$ cat src/rtl/seq_gen_pkg.sv
// seq_gen_pkg: shared types and defaults for the serial pattern generator.
//   state_t      transmitter FSM state (2-bit encoding)
//   GAP_DEFAULT  default idle cycles between repetitions
package seq_gen_pkg;

   typedef enum logic [1:0] {
      ST_IDLE  = 2'd0,
      ST_SHIFT = 2'd1,
      ST_GAP   = 2'd2,
      ST_DONE  = 2'd3
   } state_t;

   localparam int GAP_DEFAULT = 1;

endpackage

$ cat src/rtl/seq_gen_shreg.sv
// seq_gen_shreg: loadable WIDTH-bit left-shift register.
// Ports:
//   clk, rst   clock, synchronous active-high reset
//   load       load din (has priority over shift)
//   shift      shift left by one, zero fill
//   din        parallel load value
//   sel        bit index (L-1) of the serial tap
//   bit_nxt    value the tap will hold after this edge, so the caller
//              can register its serial output without a cycle of lag
module seq_gen_shreg #(
   parameter int WIDTH = 8,
   parameter int LEN_W = 4
) (
   input  logic             clk,
   input  logic             rst,
   input  logic             load,
   input  logic             shift,
   input  logic [WIDTH-1:0] din,
   input  logic [LEN_W-1:0] sel,
   output logic             bit_nxt
);

   logic [WIDTH-1:0] data;
   logic [WIDTH-1:0] data_nxt;
   logic [WIDTH-1:0] tap_vec;

   always_comb begin
      data_nxt = data;
      if (load)
         data_nxt = din;
      else if (shift)
         data_nxt = {data[WIDTH-2:0], 1'b0};
   end

   // variable right shift avoids an index wider than the vector needs
   assign tap_vec = data_nxt >> sel;
   assign bit_nxt = tap_vec[0];

   always_ff @(posedge clk) begin
      if (rst)
         data <= '0;
      else
         data <= data_nxt;
   end

endmodule

$ cat src/rtl/seq_pattern_gen.sv
// seq_pattern_gen: serial bit-pattern transmitter, MSB of active field first,
// repeated reps+1 times with GAP idle cycles between repetitions.
// Ports:
//   clk, rst   clock, synchronous active-high reset
//   start      begin transmission (IDLE only, ignored when len=0)
//   pattern    bits to send, active field pattern[len-1:0]
//   len        bits per repetition, clamped to WIDTH
//   reps       extra repetitions
//   abort      cancel current transmission, no done pulse
//   out        serial bit (registered, 0 when valid=0)
//   valid      out carries a pattern bit
//   busy       high outside IDLE
//   done       one-cycle pulse after the final bit
//
// state    | meaning
// ST_IDLE  | waiting for start
// ST_SHIFT | driving pattern bits, valid=1
// ST_GAP   | forced-0 idle between repetitions
// ST_DONE  | done pulse, then back to IDLE
module seq_pattern_gen
   import seq_gen_pkg::*;
#(
   parameter int WIDTH = 8,
   parameter int LEN_W = 4,
   parameter int REP_W = 4,
   parameter int GAP   = GAP_DEFAULT
) (
   input  logic             clk,
   input  logic             rst,
   input  logic             start,
   input  logic [WIDTH-1:0] pattern,
   input  logic [LEN_W-1:0] len,
   input  logic [REP_W-1:0] reps,
   input  logic             abort,
   output logic             out,
   output logic             valid,
   output logic             busy,
   output logic             done
);

   localparam int GAP_W = (GAP > 1) ? $clog2(GAP) : 1;
   localparam logic [GAP_W-1:0] GAP_INIT = GAP_W'(GAP > 0 ? GAP - 1 : 0);

   state_t           state, state_nxt;
   logic [WIDTH-1:0] pat_q, pat_nxt;
   logic [LEN_W-1:0] l_q, l_nxt;
   logic [LEN_W-1:0] bitcnt, bitcnt_nxt;
   logic [REP_W-1:0] repcnt, repcnt_nxt;
   logic [GAP_W-1:0] gapcnt, gapcnt_nxt;
   logic [LEN_W-1:0] len_eff;
   logic [WIDTH-1:0] load_src;
   logic [LEN_W-1:0] sel;
   logic             load, shift, bit_nxt;

   assign len_eff = (len > LEN_W'(WIDTH)) ? LEN_W'(WIDTH) : len;
   // tap follows the length that will be in force after this edge
   assign sel     = l_nxt - LEN_W'(1);

   seq_gen_shreg #(.WIDTH(WIDTH), .LEN_W(LEN_W)) u_shreg (
      .clk     (clk),
      .rst     (rst),
      .load    (load),
      .shift   (shift),
      .din     (load_src),
      .sel     (sel),
      .bit_nxt (bit_nxt)
   );

   always_comb begin
      state_nxt  = state;
      pat_nxt    = pat_q;
      l_nxt      = l_q;
      bitcnt_nxt = bitcnt;
      repcnt_nxt = repcnt;
      gapcnt_nxt = gapcnt;
      load       = 1'b0;
      shift      = 1'b0;
      load_src   = pat_q;
      case (state)
         ST_IDLE: begin
            if (start && len != '0) begin
               state_nxt  = ST_SHIFT;
               pat_nxt    = pattern;
               l_nxt      = len_eff;
               load       = 1'b1;
               load_src   = pattern;
               bitcnt_nxt = len_eff - LEN_W'(1);
               repcnt_nxt = reps;
            end
         end
         ST_SHIFT: begin
            if (bitcnt != '0) begin
               shift      = 1'b1;
               bitcnt_nxt = bitcnt - LEN_W'(1);
            end else if (repcnt != '0) begin
               if (GAP > 0) begin
                  state_nxt  = ST_GAP;
                  gapcnt_nxt = GAP_INIT;
               end else begin
                  load       = 1'b1;
                  bitcnt_nxt = l_q - LEN_W'(1);
                  repcnt_nxt = repcnt - REP_W'(1);
               end
            end else begin
               state_nxt = ST_DONE;
            end
         end
         ST_GAP: begin
            if (gapcnt != '0) begin
               gapcnt_nxt = gapcnt - GAP_W'(1);
            end else begin
               state_nxt  = ST_SHIFT;
               load       = 1'b1;
               bitcnt_nxt = l_q - LEN_W'(1);
               repcnt_nxt = repcnt - REP_W'(1);
            end
         end
         ST_DONE: state_nxt = ST_IDLE;
         default: state_nxt = ST_IDLE;
      endcase
      if (abort && state != ST_IDLE) begin
         state_nxt = ST_IDLE;
         load      = 1'b0;
         shift     = 1'b0;
      end
   end

   always_ff @(posedge clk) begin
      if (rst) begin
         state  <= ST_IDLE;
         pat_q  <= '0;
         l_q    <= '0;
         bitcnt <= '0;
         repcnt <= '0;
         gapcnt <= '0;
         out    <= 1'b0;
         valid  <= 1'b0;
         busy   <= 1'b0;
         done   <= 1'b0;
      end else begin
         state  <= state_nxt;
         pat_q  <= pat_nxt;
         l_q    <= l_nxt;
         bitcnt <= bitcnt_nxt;
         repcnt <= repcnt_nxt;
         gapcnt <= gapcnt_nxt;
         out    <= (state_nxt == ST_SHIFT) && bit_nxt;
         valid  <= (state_nxt == ST_SHIFT);
         busy   <= (state_nxt != ST_IDLE);
         done   <= (state_nxt == ST_DONE);
      end
   end

endmodule

$ cat config.mk
export PLATFORM = sky130hd
export DESIGN_NAME = seq_pattern_gen
export DESIGN_NICKNAME = d
export VERILOG_FILES = /design/src/rtl/seq_gen_pkg.sv /design/src/rtl/seq_gen_shreg.sv /design/src/rtl/seq_pattern_gen.sv
export SDC_FILE = /design/constraint.sdc
export NUM_CORES = 1
export LEC_CHECK = 0
export ABC_AREA = 1
export BUFFER_PORTS_ARGS = -buffer_cell sky130_fd_sc_hd__buf_2
export CAP_MARGIN = 20
export CORE_MARGIN = 1
export CORE_UTILIZATION = 30
export DETAILED_ROUTE_END_ITERATION = 10
export PLACE_DENSITY = 0.57
export SETUP_SLACK_MARGIN = 0.1
export SYNTH_ARGS = -nofsm -noshare
export SYNTH_HDL_FRONTEND = slang
export SYNTH_SLANG_ARGS = --single-unit
$ cat constraint.sdc
create_clock -name clk -period 3.97 [get_ports clk]
set_input_delay 0.1985 -clock clk [delete_from_list [all_inputs] [get_ports clk]]
set_output_delay 0.1985 -clock clk [all_outputs]
set_load 0.1 [all_outputs]
# Word-level counts from Yosys, hierarchy flattened

Index checks and enable logic that the tools add are counted.
W data, S select, Z words.

Register bits: 35
Bits of input ports: 20
Output and inout port bits: 4
Logic and storage cells: 75

Add/subtract/negate cells: 6
Order comparisons: 1
Eq/ne operators: 10
Shift-type cells: 1
Multiplexer cells: 31
Reduce and logical (&&, ||, !) cells: 15

Operators with widths:

| operator              | count |
|---|---|
| $mux W4               | 8 |
| $mux W8               | 4 |
| $sub A4 B1 Y4 const B | 5 |
| $pmux W4 S3           | 1 |
| $reduce_bool A4 Y1    | 3 |
| $mux W1               | 10 |
| $ne A2 B2 Y1 const B  | 5 |
| $mux W2               | 4 |
| $pmux W2 S4           | 1 |
| $pmux W4 S2           | 1 |
| $reduce_bool A2 Y1    | 4 |
| $shr A8 B4 Y1         | 1 |
| $eq A2 B2 Y1 const B  | 3 |
| $reduce_and A3 Y1     | 2 |
| $eq A2 B1 Y1 const B  | 2 |
| $gt A4 B4 Y1 const B  | 1 |
| $pmux W1 S2           | 2 |
| $reduce_and A4 Y1     | 1 |
| $logic_and A1 B1 Y1   | 3 |
| $reduce_bool A3 Y1    | 1 |
| $logic_not A2 Y1      | 1 |
| $sub A1 B1 Y1 const B | 1 |

# Depth between registers and ports, before layout

Depth in word-level cells: 8
Depth in mapped cells: 14
Depth with buffers taken out: 14

# Cells and area by module

A second synthesis with hierarchy kept.

Cells, all modules: 323
Area, all modules: 2133.3 um2

Modules (own cells, without submodules):

| module          | instances | cells an instance | area an instance (um2) | sequential area each (um2) |
|---|---|---|---|---|
| seq_pattern_gen | 1         | 239               | 1630.3                 | 520.5 |
| seq_gen_shreg   | 1         | 84                | 503.0                  | 160.2 |

# Worst setup path after synthesis

OpenSTA, ideal clock, no wires.

Kind: register to register
From: register state[0]
To: register out
Library setup time: 0.115 ns
Arrival: 1.696 ns
Required time: 3.855 ns
Setup slack: 2.159 ns
Stages on the path, launching flop included: 13
Path buffers: 1
Clock period less this slack: 1.811 ns
Cells stage by stage: dfxtp_1 inv_1 ha_1 nand3_2 buf_6 nand2_4 nand2_4 inv_6 ha_1 inv_1 nand3_1 a21oi_1 nor2_1

Longest elaborated chain between the ends: 7
Elaborated cells on any way between the ends: 23
Classes of those cells: 1 x add/sub; 4 x eq/ne; 1 x shift; 13 x mux; 4 x reduce/logical

Ends and longest elaborated chain:

| item                                                  | RTL line               | RTL |
|---|---|---|
| start, declared                                       | seq_pattern_gen.sv:44  | `state_t state, state_nxt;` |
| start signal, assigned                                | seq_pattern_gen.sv:141 | `state <= state_nxt;` |
| branches (longest 6 deep; another with $sub A4 B1 Y4) | n/a                    |  |
| $logic_and A1 B1 Y1 (*)                               | seq_pattern_gen.sv:147 | `out <= (state_nxt == ST_SHIFT) && bit_nxt;` |
| end signal, assigned                                  | seq_pattern_gen.sv:147 |  |
| end, declared                                         | seq_pattern_gen.sv:35  | `output logic out,` |

Every way passes the cells marked *.
A chain may end at the register's enable or synchronous reset.

# Final worst setup path

From: register state[1]
To: register out

The elaborated chain is that of the path after synthesis.

==> impl_metrics.csv <==
group,metric,value,unit
sta,maxSlewViolCount,0,
cts,cts_hold_buf,0,
synth,synth.distinct_cells,29,
synth,synthMostInstantiatedCell,"nand2_1",
sta,fin_tns_setup,0,ps
detailed_routing,wl,4300,um
worst_hold_path,holdPathEnd,"repcnt[0]",
place,port-buffer-count,23,
detailed_routing,drt-vias-per-instance,4.75,
cts,cts_setup_buffers,0,
final_layout,num-nets-final,328,
floorplanning,ios,24,
detailed_routing,drt_iter0_markers,126,
detailed_routing,drtAntennaViolNets,0,
sta,setup_viol,0,
worst_hold_path,min_from,"reps[0]",
worst_setup_path,r2r_cells,13,
detailed_routing,drc_errors,0,
cts,root_buffer,"clkbuf_8",
worst_setup_path,crit_fanout,13,
grt,grtUsageTotal,13.7,%
floorplanning,rows,29,
synth,synth_fp_nets,309,
cts,cts_tree,"built",
cts,clk_pin_slew_worst_paths,80,ps
grt,overflow,0,
sta,skew,7.86,ps
cts,clockBufferDepth,2,
power_and_ir_drop,power_density,573,nW/um^2
grt,grt_pass1_wl,7780,um
floorplanning,fp.coreArea,6350,sq um
synth,ys_seq_elements,34,
power_and_ir_drop,p_leak,1.03,nW
detailed_routing,via_count,1799,
detailed_routing,first_pass_iters,4,
detailed_routing,wire_per_inst,11.3,um
worst_setup_path,cp-end-kind,"register",
synth,synth_top_area_share,34.6,%
synth,synthTopCellsByArea,"dfxtp_1, nand2_1, nand3_1",
synth,syn_inst,282,
floorplanning,die_w,82.9,um
status,status,"complete, no violations",
final_layout,seq_area,681,sq um
synth,yosys.area.top_type,"dfxtp_1",
synth,synth_seq_area_share,34.6,%
synth,ys_dominant_reg_cell,"dfxtp_1",
cts,htreeDepth,2,
cts,numCtsBuffers,5,
sta,max_freq,0.389,GHz
final_layout,synthToLayoutAreaGrowth,12.7,%
sta,hold_viol_final,0,
worst_hold_path,hold_path_depth,3,
cts,clk_latency,280,ps
synth,yosysWarnings,0,
worst_setup_path,worst_setup_path_start_kind,"register",
cts,cts_resized,0,
synth,mappedNetlistArea,1970,sq um
floorplanning,die-area,6880,sq um
grt,grt_max_degree,29,
sta,finalCritPeriodShare,64.8,%
final_layout,multi_input_area,1080,sq um
flow_run,cap_violations,0,
worst_setup_path,crit_type,"reg -> reg",
power_and_ir_drop,vdd_drop_max,0.000210,V
worst_setup_path,required,4150,ps
worst_setup_path,r2r_start,"state[1]",
final_layout,final_core_util,34.9,%
worst_setup_path,crit_arrival,2750,ps
sta,grt_setup_unrepaired,"false",
sta,tightest_slew,547,ps
synth,syn_avg_cell_area,6.97,sq um
cts,clkSinkCount,34,
worst_setup_path,regToRegSetupSlack,1400,ps
synth,synth_commonest_cells,"nand2_1, dfxtp_1, nand3_1, nor2_1, inv_1",
grt,antenna_found_initial,0,
final_layout,fill_cells,687,
worst_setup_path,timing.rr.end,"out",
synth,synthArstFlopShare,0,%
floorplanning,start_util,31.0,%
synth,synth_edf_count,0,
final_layout,antenna_cells,0,
worst_hold_path,hp-class,"in -> reg",
floorplanning,die_h,82.9,um
place,globalplace.congestion,0.814,
sta,period_needed,2570,ps
final_layout,layout-drive-gt1-share,18.9,%
place,dp_hpwl,3310,um
grt,grt_pass1_vias,1738,
sta,maxSlewHeadroom,63.5,%
[area by class of cell]
| class | instances | share of cell area (%) |
|---|---|---|
| multi-input combinational | 203 | 48.7 |
| clock buffer | 5 | 3.11 |
| clock inverter | 3 | 1.81 |
| sequential | 34 | 30.7 |
| inverter | 34 | 6.10 |
| timing repair buffer | 23 | 5.20 |
| tap | 77 | 4.35 |
[how the worst max path moves through the flow]
stage              from  end  slack, ps  cells after the start
3_5_place_dp   state[1]  out       1450                     13
5_1_grt        state[0]  out       1130                     11
2_1_floorplan  state[0]  out       2160                     12
4_1_cts        state[1]  out       1420                     13
6_report       state[1]  out       1400                     13
3_3_place_gp   state[0]  out       1550                     11
[worst max-delay path: stages, from the launching register on]
cell and delay (ps):
dfxtp_1 330, inv_1 100, ha_1 510, nand3_2 410, inv_2 240, nand2_1 90
o21ai_2 100, ha_1 290, inv_1 80, nand3_1 90, nand2_1 70, nand2_1 50
nand2_1 60, nor2_1 40
[per-layer routing]
metal | track usage (%) | wire length, um | vias to the layer above
li1 | - | - | 969
met1 | 17.7 | 2150 | 805
met2 | 22.3 | 1980 | 23
met3 | 3.68 | 132 | 2
met4 | 4.39 | 31 | 0
met5 | 0 | 0 | -
[power breakdown]
part | internal (mW) | switching (mW) | leakage (nW)
combinational | 0.157 | 0.361 | 0.694
sequential | 0.405 | 0.0291 | 0.281
clock | 0.185 | 0.131 | 0.0579
[cells in the final DEF (no fill, tap or decap)]
cell type,instances
nand2_8,1
o21ai_0,13
a22o_1,1
nor2_2,5
nand3_2,3
clkinv_2,2
inv_1,28
nor2_1,29
inv_4,1
nand2_2,4
dfxtp_1,34
buf_2,23
inv_2,4
o21ai_2,2
o21ai_1,3
nor2_4,1
bufinv_16,1
a211oi_1,2
inv_6,1
nand3_1,29
xor2_1,2
nand4_1,17
ha_1,7
nand2_1,61
a21oi_1,17
a21oi_2,1
clkbuf_8,5
a221oi_1,2
nand2_4,3
[through the flow]
step / area, sq um / std cells / hold WS (ps) / worst slack (ps) / power, mW
6_report: 2210 / 379 / 208 / 1400 / 1.27
3_3_place_gp: 2110 / 371 / 465 / 1550 / 0.958
3_5_place_dp: 2110 / 371 / 467 / 1450 / 0.960
2_1_floorplan: 1970 / 282 / 394 / 2160 / 0.876
5_1_grt: 2210 / 379 / 221 / 1130 / 1.38
4_1_cts: 2210 / 379 / 203 / 1420 / 1.28
[flip-flops by register name, indices dropped and copies added (netlist names)]
name          count
valid             1
state             2
u_shreg.data      8
l_q               4
out               1
done              1
busy              1
repcnt            4
pat_q             8
bitcnt            4
[cell families after synthesis]
family | count (synthesis) | synth area share [%]
AO/OA/AOI/OAI | 41 | 11.8
XOR/XNOR | 2 | 0.891
adder cells (fa/ha/maj) | 7 | 4.46
buffers and inverters | 45 | 10.5
flip-flops | 34 | 34.6
AND/OR/NAND/NOR | 153 | 37.7
(Power assumes the default switching activity.)
